**config.mk**
```make
export PLATFORM = sky130hd
export DESIGN_NAME = demux_1x2_route_ctrl
export DESIGN_NICKNAME = d
export VERILOG_FILES = /design/src/rtl/demux_1x2_route_ctrl.sv
export SDC_FILE = /design/constraint.sdc
export NUM_CORES = 1
export LEC_CHECK = 0
export BUFFER_PORTS_ARGS = -buffer_cell sky130_fd_sc_hd__buf_2
export CAP_MARGIN = 40
export CORE_MARGIN = 1.5
export CORE_UTILIZATION = 30
export DETAILED_ROUTE_END_ITERATION = 6
export PLACE_DENSITY = 0.54
export SLEW_MARGIN = 15
export SYNTH_ARGS = -nofsm -noshare
export SYNTH_HDL_FRONTEND = slang
export SYNTH_SLANG_ARGS = --single-unit
```
**constraint.sdc**
```tcl
create_clock -name clk -period 1.7 [get_ports clk]
set_input_delay 0.51 -clock clk [delete_from_list [all_inputs] [get_ports clk]]
set_output_delay 0.51 -clock clk [all_outputs]
set_load 0.02 [all_outputs]
```
**src/rtl/demux_1x2_route_ctrl.sv**
```systemverilog
// ---------------------------------------------------------------------------
// demux_1x2_route_ctrl
// Stream-routing controller in front of a 1x2 de-multiplexer. Each accepted
// beat is captured in a one-entry holding register. The register drives the
// demux data input and select. The route is decided on the first beat of a
// packet and stays locked until the last beat. Completed packets are counted
// per output with saturating counters.
// ---------------------------------------------------------------------------
module demux_1x2_route_ctrl #(
  parameter int DATA_W  = 4,
  parameter int RR_MODE = 0,
  parameter int CNT_W   = 8
) (
  input  logic              clk,
  input  logic              rstn,
  input  logic              in_valid,
  output logic              in_ready,
  input  logic [DATA_W-1:0] in_data,
  input  logic              in_dest,
  input  logic              in_last,
  output logic [DATA_W-1:0] dmx_in,
  output logic              dmx_sel,
  output logic              out0_valid,
  input  logic              out0_ready,
  output logic              out1_valid,
  input  logic              out1_ready,
  output logic              out_last,
  output logic [CNT_W-1:0]  pkt_cnt0,
  output logic [CNT_W-1:0]  pkt_cnt1
);

  // Round-robin routing replaces destination routing when enabled.
  localparam logic             RR_EN    = (RR_MODE != 0);
  localparam logic [CNT_W-1:0] CNT_ONE  = CNT_W'(1);
  localparam logic [CNT_W-1:0] CNT_MAX  = {CNT_W{1'b1}};

  // Packet framing: SOP means the next accepted beat opens a packet.
  typedef enum logic [0:0] {
    ST_SOP = 1'b0,
    ST_PKT = 1'b1
  } state_t;

  // Saturating increment: a counter at its maximum keeps its value.
  function automatic logic [CNT_W-1:0] sat_inc(input logic [CNT_W-1:0] val);
    logic [CNT_W-1:0] res;
    if (val == CNT_MAX) begin
      res = val;
    end else begin
      res = val + CNT_ONE;
    end
    return res;
  endfunction

  // Registered state.
  state_t              state_r;
  logic                route_r;
  logic                rr_ptr_r;
  logic                full_r;
  logic [DATA_W-1:0]   data_r;
  logic                sel_r;
  logic                last_r;
  logic [CNT_W-1:0]    cnt0_r;
  logic [CNT_W-1:0]    cnt1_r;

  // Next-state values.
  state_t              state_nxt_s;
  logic                route_nxt_s;
  logic                rr_ptr_nxt_s;
  logic                full_nxt_s;
  logic [DATA_W-1:0]   data_nxt_s;
  logic                sel_nxt_s;
  logic                last_nxt_s;
  logic [CNT_W-1:0]    cnt0_nxt_s;
  logic [CNT_W-1:0]    cnt1_nxt_s;

  // Handshake and routing decode.
  logic                take0_s;
  logic                take1_s;
  logic                take_s;
  logic                accept_s;
  logic                first_route_s;
  logic                beat_route_s;

  // Downstream take/upstream accept decode from the held beat.
  always_comb begin
    take0_s  = full_r & ~sel_r & out0_ready;
    take1_s  = full_r &  sel_r & out1_ready;
    take_s   = take0_s | take1_s;
    // Emptying in the same cycle frees the slot, giving one beat per cycle.
    in_ready = ~full_r | take_s;
    accept_s = in_valid & in_ready;
  end

  // Route chosen for a beat that opens a packet.
  always_comb begin
    first_route_s = 1'b0;
    if (RR_EN) begin
      first_route_s = rr_ptr_r;
    end else begin
      first_route_s = in_dest;
    end
  end

  // Packet framing FSM: next state, locked route and round-robin pointer.
  always_comb begin
    state_nxt_s  = state_r;
    route_nxt_s  = route_r;
    rr_ptr_nxt_s = rr_ptr_r;
    beat_route_s = route_r;
    case (state_r)
      ST_SOP: begin
        beat_route_s = first_route_s;
        if (accept_s) begin
          route_nxt_s = first_route_s;
          if (RR_EN) begin
            rr_ptr_nxt_s = ~rr_ptr_r;
          end else begin
            rr_ptr_nxt_s = rr_ptr_r;
          end
          if (in_last) begin
            state_nxt_s = ST_SOP;
          end else begin
            state_nxt_s = ST_PKT;
          end
        end else begin
          state_nxt_s = ST_SOP;
        end
      end
      ST_PKT: begin
        // Mid-packet beats follow the route locked on the first beat.
        beat_route_s = route_r;
        if (accept_s && in_last) begin
          state_nxt_s = ST_SOP;
        end else begin
          state_nxt_s = ST_PKT;
        end
      end
      default: begin
        beat_route_s = first_route_s;
        state_nxt_s  = ST_SOP;
      end
    endcase
  end

  // Holding register: load on accept (also when the old beat leaves), empty on take.
  always_comb begin
    full_nxt_s = full_r;
    data_nxt_s = data_r;
    sel_nxt_s  = sel_r;
    last_nxt_s = last_r;
    if (accept_s) begin
      full_nxt_s = 1'b1;
      data_nxt_s = in_data;
      sel_nxt_s  = beat_route_s;
      last_nxt_s = in_last;
    end else if (take_s) begin
      // Data/select/last keep their value; only the valid flag drops.
      full_nxt_s = 1'b0;
    end else begin
      full_nxt_s = full_r;
    end
  end

  // Completed-packet counters: count takes of a last beat per output.
  always_comb begin
    cnt0_nxt_s = cnt0_r;
    cnt1_nxt_s = cnt1_r;
    if (take0_s && last_r) begin
      cnt0_nxt_s = sat_inc(cnt0_r);
    end else begin
      cnt0_nxt_s = cnt0_r;
    end
    if (take1_s && last_r) begin
      cnt1_nxt_s = sat_inc(cnt1_r);
    end else begin
      cnt1_nxt_s = cnt1_r;
    end
  end

  // State register with asynchronous reset; a reset drops any held beat.
  always_ff @(posedge clk or negedge rstn) begin
    if (!rstn) begin
      state_r  <= ST_SOP;
      route_r  <= 1'b0;
      rr_ptr_r <= 1'b0;
      full_r   <= 1'b0;
      data_r   <= {DATA_W{1'b0}};
      sel_r    <= 1'b0;
      last_r   <= 1'b0;
      cnt0_r   <= {CNT_W{1'b0}};
      cnt1_r   <= {CNT_W{1'b0}};
    end else begin
      state_r  <= state_nxt_s;
      route_r  <= route_nxt_s;
      rr_ptr_r <= rr_ptr_nxt_s;
      full_r   <= full_nxt_s;
      data_r   <= data_nxt_s;
      sel_r    <= sel_nxt_s;
      last_r   <= last_nxt_s;
      cnt0_r   <= cnt0_nxt_s;
      cnt1_r   <= cnt1_nxt_s;
    end
  end

  // Output drive straight from the holding register and counters.
  always_comb begin
    dmx_in     = data_r;
    dmx_sel    = sel_r;
    out_last   = last_r;
    out0_valid = full_r & ~sel_r;
    out1_valid = full_r &  sel_r;
    pkt_cnt0   = cnt0_r;
    pkt_cnt1   = cnt1_r;
  end

  demux_1x2_route_ctrl_chk #(
    .DATA_W (DATA_W),
    .CNT_W  (CNT_W)
  ) u_chk (
    .clk        (clk),
    .rstn       (rstn),
    .full       (full_r),
    .take       (take_s),
    .dmx_in     (data_r),
    .dmx_sel    (sel_r),
    .out_last   (last_r),
    .out0_valid (out0_valid),
    .out1_valid (out1_valid),
    .pkt_cnt0   (cnt0_r),
    .pkt_cnt1   (cnt1_r)
  );

endmodule

// ---------------------------------------------------------------------------
// demux_1x2_route_ctrl_chk
// Run-time invariants of the routing controller: one-hot output valids,
// stable held beat under backpressure, monotonic packet counters.
// ---------------------------------------------------------------------------
module demux_1x2_route_ctrl_chk #(
  parameter int DATA_W = 4,
  parameter int CNT_W  = 8
) (
  input  logic              clk,
  input  logic              rstn,
  input  logic              full,
  input  logic              take,
  input  logic [DATA_W-1:0] dmx_in,
  input  logic              dmx_sel,
  input  logic              out_last,
  input  logic              out0_valid,
  input  logic              out1_valid,
  input  logic [CNT_W-1:0]  pkt_cnt0,
  input  logic [CNT_W-1:0]  pkt_cnt1
);

  logic              stall_r;
  logic [DATA_W-1:0] data_r;
  logic              sel_r;
  logic              last_r;
  logic [CNT_W-1:0]  cnt0_r;
  logic [CNT_W-1:0]  cnt1_r;

  // Snapshot of the previous cycle's held beat, stall condition and counters.
  always_ff @(posedge clk or negedge rstn) begin
    if (!rstn) begin
      stall_r <= 1'b0;
      data_r  <= {DATA_W{1'b0}};
      sel_r   <= 1'b0;
      last_r  <= 1'b0;
      cnt0_r  <= {CNT_W{1'b0}};
      cnt1_r  <= {CNT_W{1'b0}};
    end else begin
      stall_r <= full & ~take;
      data_r  <= dmx_in;
      sel_r   <= dmx_sel;
      last_r  <= out_last;
      cnt0_r  <= pkt_cnt0;
      cnt1_r  <= pkt_cnt1;
    end
  end

  // Invariant checks against the snapshot taken one cycle earlier.
  always_ff @(posedge clk) begin
    if (rstn) begin
      assert (!(out0_valid && out1_valid));
      assert (pkt_cnt0 >= cnt0_r);
      assert (pkt_cnt1 >= cnt1_r);
      if (stall_r) begin
        assert ((dmx_in == data_r) && (dmx_sel == sel_r) && (out_last == last_r));
      end
    end
  end

endmodule

```
==> impl_metrics.ini, run 1 <==
[place]
gp_congestion = 0.702
place_hpwl_um = 1740
port_buffers = 35
place_area_um2 = 1410

[pwr]
seqPwrFrac = 0.446
power_frac_comb = 0.396
power_w = 0.00219
p_sw_w = 0.000864
swShare = 0.395
p_clk_frac = 0.157
powerDensity_nw_per_um2 = 1450
ir_drop_mv = 0.771
p_int_w = 0.00133
power_leakage_nw = 0.731

[yosys]
yosysSeqAreaShare = 0.538
yosysTopAreaCell = dfrtp_1
syn_avg_cell_area_um2 = 12.0
yosysUniqueCellTypes = 29
syn_nets = 110
synthFlopType = dfrtp_1
synth_top_area_share = 0.538
synth_edf_count = 0
netlist_area_um2 = 1160
synth_warnings = 0
async_flop_share = 1.00
synth_most_common_cell = dfrtp_1
syn_inst = 97
ys_top_cells_by_area = dfrtp_1 (54%), mux2_2 (7.8%), xnor2_1 (3.8%)
synthTopCellsByCount = dfrtp_1 (25), mux2_2 (8), nand3_1 (7)
synth-seq-cells = 25

[worst_setup_path]
crit_path_end_kind = output pin
cp_slowest_cell = dfrtp_2
cp_top_family = flip-flops
cp_max_fo = 2
cp.required_ns = 1.19
worstSetupPathType = reg2out
arrival_ns = 1.14
worst_setup_path_start_kind = flop
cpPeakStageDelay_ns = 0.40
cp_cell_sequence = mux2i_4 -> nand2_2 -> buf_6
timing.critical_path.buf_inv = 1

[cells_and_area]
fin_nets = 155
diodes = 0
n_fill_cell = 378
syn_to_final_growth_pct = 29.8
fin_area_um2 = 1510
drive_gt1_frac = 0.433

[grt]
grt_use_total = 0.117
overflow = 0
grt_pass1_vias = 896
antenna_found_initial = 0
grt_first_pass_wirelength_um = 3880
grt_max_degree = 26

[clock_network]
worstSkewPairLatency_ns = 0.27
numCtsBuffers = 3
cts_tree = done
cts.clk_slew.worst_paths_ns = 0.08
clockRootBuffer = clkbuf_8
cts_buffer_depth = 2
clock_sinks = 25
ctsHtreeMaxLevel = 1

[status]
status = completed

[drt]
vias = 909
drt_first_pass_iters = 4
drc = 0
finalWirelength_um = 2340
post_drt_wl_per_cell_um = 12.4
viasPerCell = 4.81
ant_nets = 0
drtIter0Drc = 10

[floorplanning]
rows = 22
pin_count = 36
core_um2 = 3690
die_height_um = 65.2
dieArea_um2 = 4260
start_util = 0.315
dieWidth_um = 65.2

[sta]
period_needed_ns = 1.65
finalHoldViolCount = 0
period_share = 0.971
max_clock_freq_ghz = 0.606
worst_slew_pin_slew_ns = 0.536
maxSlewHeadroom = 0.642
finalSetupTns_ns = 0
fin_skew_ns = 0.00238
setup_viol = 0
slew_violations = 0

[flow_run]
drv_cap = 0

[min_path]
min_path_type = in2async
state kept, by name (all words and copies together), names as in the netlist, named ones only:
name      count
full_r        1
pkt_cnt1      8
out_last      1
dmx_sel       1
dmx_in        4
route_r       1
pkt_cnt0      8
per-layer routing:
metal	global-route usage	vias up	wire, um
met5	0	-	0
met4	0.0234	0	17
met3	0.0360	4	91
met2	0.224	19	1190
met1	0.124	443	1040
li1	-	443	-
placed cells by master (no fill, tap or decap), drive strengths merged, types with 3 or more instances in the layout:
cell type  count
a21oi          6
and4           3
buf           40
clkbuf         3
dfrtp         25
mux2          10
nand2          5
nand2b         3
nand3          7
nand4          3
nor2           3
nor2b          3
nor3           3
xnor2          5
xor2           3
kinds of logic after synthesis:
| kind of cell | count (synthesis) | synth area share |
|---|---|---|
| compound gates | 13 | 0.0797 |
| xor+xnor | 8 | 0.0603 |
| fa+ha+maj | 2 | 0.0215 |
| buf+inv | 2 | 0.00646 |
| flops | 25 | 0.538 |
| mux | 12 | 0.117 |
| simple gates | 35 | 0.177 |
timing repair:
| action | CTS | global route |
|---|---|---|
| gates resized for setup | 3 | 5 |
| endpoints found under the setup margin | 1 | 2 |
| hold buffers | 0 | 0 |
| gates cloned | 0 | 0 |
| setup buffers | 2 | 2 |
layout make-up:
class,count,area [um^2],share of cell area
flip-flops and latches,25,627,0.415
multi-input cells,70,549,0.364
repair buffers,40,219,0.145
well taps,48,60.1,0.0398
clock buffers,3,41.3,0.0274
inverters,2,7.51,0.00498
clock inverters,1,5.00,0.00332
stage by stage:
step	setup WS (ns)	util	instances	hold slack (ns)
2_1_floorplan	0.0951	-	97	0.214
3_3_place_gp	0.0289	0.381	181	0.485
3_5_place_dp	0.00511	0.381	181	0.497
4_1_cts	0.0107	0.401	187	0.237
5_1_grt	-0.00264	0.409	189	0.257
6_report	0.0496	0.409	189	0.213
worst paths after layout:
path	start	to	cells after the start	slack, ns
worst max-delay path	dmx_sel	in_ready	3	0.05
worst min-delay path	rstn	pkt_cnt1[3]	1	0.21
worst max register to register	dmx_sel	pkt_cnt0[5]	5	0.05
worst min register to register	pkt_cnt1[6]	pkt_cnt1[6]	1	0.51
max in group asynchronous	rstn	dmx_sel	1	1.10
min in group clk	in_last	flop	2	0.42
power by group through the flow:
| stage | logic (W) | clock network [W] | registers, W |
|---|---|---|---|
| after global routing | 0.000944 | 0.000383 | 0.00101 |
| after CTS | 0.000864 | 0.000364 | 0.000977 |
| after global placement | 0.000786 | 0 | 0.000976 |
| after floorplan | 0.000351 | 0 | 0.00114 |
| final | 0.000868 | 0.000345 | 0.000977 |
| after detailed placement | 0.000805 | 0 | 0.000991 |
Power figures use the tool's default switching activity.
==> run 2, diff against run 1 <==
--- a/config.mk
+++ b/config.mk
@@ -8,9 +8,9 @@
 export BUFFER_PORTS_ARGS = -buffer_cell sky130_fd_sc_hd__buf_2
 export CAP_MARGIN = 40
 export CORE_MARGIN = 1.5
-export CORE_UTILIZATION = 30
+export CORE_UTILIZATION = 49
 export DETAILED_ROUTE_END_ITERATION = 6
-export PLACE_DENSITY = 0.54
+export PLACE_DENSITY = 0.79
 export SLEW_MARGIN = 15
 export SYNTH_ARGS = -nofsm -noshare
 export SYNTH_HDL_FRONTEND = slang
==> constraint.sdc (replaced) <==
create_clock -name clk -period 1.7 [get_ports clk]
set_input_delay 0 -clock clk [delete_from_list [all_inputs] [get_ports clk]]
set_output_delay 0 -clock clk [all_outputs]
set_load 0.02 [all_outputs]
==> impl_metrics.ini, run 2 (synthesis results as in run 1) <==
[status]
status = completed

[pwr]
swShare = 0.409
power_leakage_nw = 0.726
p_sw_w = 0.000836
power_frac_comb = 0.400
ir_drop_mv = 0.940
seqPwrFrac = 0.475
p_int_w = 0.00121
p_clk_frac = 0.125
powerDensity_nw_per_um2 = 1380

[worst_setup_path]
arrival_ns = 1.73
cpPeakStageDelay_ns = 0.48
cp_cell_sequence = mux2i_1 -> a21boi_4 -> nand2b_2 -> mux2_4
cp_top_family = multiplexers
crit_path_end_kind = flop
r2r_end = route_r
reg2reg_slack_ns = 0.18
reg2reg_depth = 4
cp_slowest_cell = dfrtp_1
cp.depth = 4
cp_max_fo = 10
worst_setup_path_start_kind = flop
worstSetupPathType = reg2reg
cp.required_ns = 1.91
timing.critical_path.buf_inv = 0
worstSetupStartpoint = dmx_sel
cp-endpoint = route_r
r2r-start = dmx_sel

[clock_network]
worstSkewPairLatency_ns = 0.31
cts.clk_slew.worst_paths_ns = 0.13
cts_tree = done
cts_buffer_depth = 2
clockRootBuffer = clkbuf_4
ctsHtreeMaxLevel = 1
cts_resized = 0
postCtsSetupBuffers = 0
numCtsBuffers = 3
clock_sinks = 25

[cells_and_area]
layout_commonest_cell = buf_2
layout.cells.non_filler = 172
diodes = 0
fin_area_um2 = 1480
syn_to_final_growth_pct = 27.2
fin_nets = 158
final_util = 0.662
mostFrequentLayoutCells = buf_2 (35), dfrtp_1 (25), mux2_2 (8), dlygate4sd3_1 (8), nand3_1 (7)
n_fill_cell = 190
drive_gt1_frac = 0.347

[floorplanning]
pin_count = 36
die_height_um = 51.7
core_um2 = 2230
start_util = 0.520
dieArea_um2 = 2670
rows = 17
dieWidth_um = 51.7

[grt]
grt_use_total = 0.198
grt_pass1_vias = 907
grt_max_degree = 26
grt_first_pass_wirelength_um = 3880
overflow = 0
antenna_found_initial = 0

[flow_run]
drv_cap = 0

[sta]
hold_ws_ns = 0.105
finalHoldViolCount = 0
worst_slew_pin_slew_ns = 0.532
setup_viol = 0
period_share = 0.896
rsz0062_at_grt = no
finalSetupTns_ns = 0
slew_violations = 0
max_clock_freq_ghz = 0.657
maxSlewHeadroom = 0.645
fin_skew_ns = 0.00359
period_needed_ns = 1.52

[drt]
drt_first_pass_iters = 4
drtIter0Drc = 10
finalWirelength_um = 2370
drc = 0
post_drt_wl_per_cell_um = 13.8
ant_nets = 0
vias = 923
viasPerCell = 5.37

[place]
place_area_um2 = 1370
gp_congestion = 0.772
placed_cells = 160
place_hpwl_um = 1740
port_buffers = 35

[min_path]
min_path_type = in2reg
==> run 2: worst min-delay path by stage <==
stage | start | to | cells past startpoint | slack, ns
final | out0_ready | full_r | 4 | 0.10
after detailed placement | rstn | pkt_cnt0[6] | 1 | 0.01
after CTS | out0_ready | full_r | 4 | 0.11
after global routing | out0_ready | full_r | 4 | 0.11
after global placement | rstn | pkt_cnt0[6] | 1 | 0.02
after floorplan | rstn | async pin | 0 | -0.30
==> run 2: through the flow <==
stage | total power [W] | setup slack, ns
after floorplan | 0.00150 | 0.164
after global placement | 0.00175 | 0.237
after detailed placement | 0.00179 | 0.185
after CTS | 0.00206 | 0.157
after global routing | 0.00218 | 0.0374
final | 0.00205 | 0.178
==> run 2: layer usage <==
layer  vias up  track usage  wire length [um]
met3         2       0.0402                86
met4         0       0.0833                14
met5         -            0                 0
met1       450        0.255              1090
met2        24        0.325              1180
li1        447            -                 -
==> run 2: power groups by stage <==
| stage | clock network, W | registers (W) | logic, W |
|---|---|---|---|
| 3_5_place_dp | 0 | 0.000984 | 0.000809 |
| 6_report | 0.000255 | 0.000972 | 0.000818 |
| 2_1_floorplan | 0 | 0.00114 | 0.000351 |
| 3_3_place_gp | 0 | 0.000970 | 0.000784 |
| 5_1_grt | 0.000288 | 0.00101 | 0.000877 |
| 4_1_cts | 0.000264 | 0.000972 | 0.000827 |
==> run 2: final cells by class <==
type                    count  area, um^2  share of cell area
flip-flops and latches     25         626               0.423
multi-input cells          70         529               0.358
repair buffers             43         255               0.173
well taps                  28        35.0              0.0237
clock buffers               4        26.3              0.0178
inverters                   2        7.51             0.00508
==> run 2: tightest hold or removal path, delay by kind of cell <==
kind | cells | cell delay (ns)
buffers and inverters | 1 | 0.09
and+or+nand+nor | 2 | 0.19
muxes | 1 | 0.11
==> run 2: timing repair <==
item | CTS | global route
endpoints found under the setup margin | 0 | 0
hold buffers | 8 | 0
endpoints found under the hold margin | 33 | 0
==> run 3, diff against run 2 <==
--- a/config.mk
+++ b/config.mk
@@ -9,6 +9,7 @@
 export CAP_MARGIN = 40
 export CORE_MARGIN = 1.5
 export CORE_UTILIZATION = 49
+export CTS_BUF_LIST = sky130_fd_sc_hd__clkbuf_16
 export DETAILED_ROUTE_END_ITERATION = 6
 export PLACE_DENSITY = 0.79
 export SLEW_MARGIN = 15
==> impl_metrics.ini, run 3 (synthesis results as in run 1) <==
[sta]
rsz0062_at_grt = no
worst_slew_pin_slew_ns = 0.538
max_clock_freq_ghz = 0.663
fin_skew_ns = 0.00208
finalSetupTns_ns = 0
slew_violations = 0
setup_viol = 0
finalHoldViolCount = 0
maxSlewHeadroom = 0.641
period_share = 0.887
period_needed_ns = 1.51

[worst_setup_path]
worst_setup_path_start_kind = flop
crit_path_end_kind = flop
cp.required_ns = 1.84
worstSetupPathType = reg2reg
cp_max_fo = 8
arrival_ns = 1.65

[place]
place_hpwl_um = 1740
port_buffers = 35
place_area_um2 = 1370
gp_congestion = 0.772

[clock_network]
cts_resized = 0
ctsHtreeMaxLevel = 1
postCtsSetupBuffers = 0
clock_sinks = 25
numCtsBuffers = 3
worstSkewPairLatency_ns = 0.25
clockRootBuffer = clkbuf_16
cts_buffer_depth = 2
cts_tree = done
cts.clk_slew.worst_paths_ns = 0.06

[pwr]
p_clk_frac = 0.218
power_leakage_nw = 0.749
p_sw_w = 0.000864
powerDensity_nw_per_um2 = 1510
ir_drop_mv = 0.985
swShare = 0.376
power_w = 0.00230
p_int_w = 0.00143
power_frac_comb = 0.355
seqPwrFrac = 0.426

[drt]
drc = 0
post_drt_wl_per_cell_um = 13.9
viasPerCell = 5.42
ant_nets = 0
finalWirelength_um = 2380
vias = 926
drtIter0Drc = 2
drt_first_pass_iters = 3

[grt]
grt_max_degree = 26
overflow = 0
antenna_found_initial = 0
grt_use_total = 0.196
grt_first_pass_wirelength_um = 3820
grt_pass1_vias = 890

[cells_and_area]
drive_gt1_frac = 0.350
fin_area_um2 = 1520
syn_to_final_growth_pct = 30.9
mostFrequentLayoutCells = buf_2 (35), dfrtp_1 (25), mux2_2 (8), nand3_1 (7), dlygate4sd3_1 (7)
layout_commonest_cell = buf_2
diodes = 0
fin_nets = 157
final_util = 0.681

[floorplanning]
core_um2 = 2230
pin_count = 36
die_height_um = 51.7
rows = 17
dieArea_um2 = 2670
dieWidth_um = 51.7
start_util = 0.520

[min_path]
min_path_type = in2reg

[status]
status = completed

[flow_run]
drv_cap = 0
==> run 3: changes by cell type in the layout (fill, tap and decap cells not counted), sizes merged <==
cell	delta
clkbuf	-1
dlygate4sd3	-1
inv	+1
==> run 3: power by group through the flow <==
stage          Sequential [W]  Clock (W)  Combinational (W)
2_1_floorplan         0.00114          0           0.000351
3_3_place_gp         0.000970          0           0.000784
3_5_place_dp         0.000984          0           0.000809
4_1_cts              0.000975   0.000512           0.000825
5_1_grt               0.00101   0.000537           0.000878
6_report             0.000979   0.000501           0.000816
==> run 3: final timing paths <==
check | start | to | slack [ns] | depth (start not counted)
max | dmx_sel | pkt_cnt0[5] | 0.19 | 4
min | in_dest | route_r | 0.004 | 2
max reg2reg | dmx_sel | pkt_cnt0[5] | 0.19 | 4
min reg2reg | dmx_in[2] | dmx_in[2] | 0.50 | 1
max in group asynchronous | rstn | pkt_cnt0[4] | 1.07 | 2
min in group asynchronous | rstn | pkt_cnt0[6] | 0.26 | 2
==> run 3: area by class of cell <==
type	instances	area (um^2)
Clock buffer	3	75.1
Clock inverter	1	3.75
Fill cell	181	712
Inverter	2	7.51
Multi-Input combinational cell	70	529
Sequential cell	25	626
Tap cell	28	35.0
Timing Repair Buffer	42	245
==> run 3: critical path: stages (launching register included) <==
cell and delay (ns):
dfrtp_1 0.45, and4b_1 0.31, and3_4 0.21, nand4_1 0.10, mux2_1 0.31
==> run 3: per-stage QoR <==
stage	instances	setup WS (ns)	hold slack (ns)
floorplan	97	0.164	-0.296
global placement	160	0.237	0.0156
detailed placement	160	0.185	0.0145
CTS	171	0.171	0.00495
global route	171	0.0523	0.00843
finish	171	0.192	0.00418
==> run 3: timing repair <==
item,CTS,global route
endpoints found under the setup margin,0,0
hold endpoints to repair,31,0
hold buffers,7,0
==> run 3: layer usage <==
metal | part of all wire | routed length [um] | track usage | vias to the layer above
li1 | - | - | - | 445
met1 | 0.45 | 1070 | 0.247 | 451
met2 | 0.50 | 1180 | 0.325 | 25
met3 | 0.039 | 94 | 0.0345 | 5
met4 | 0.016 | 38 | 0.0965 | 0
met5 | 0 | 0 | 0 | -
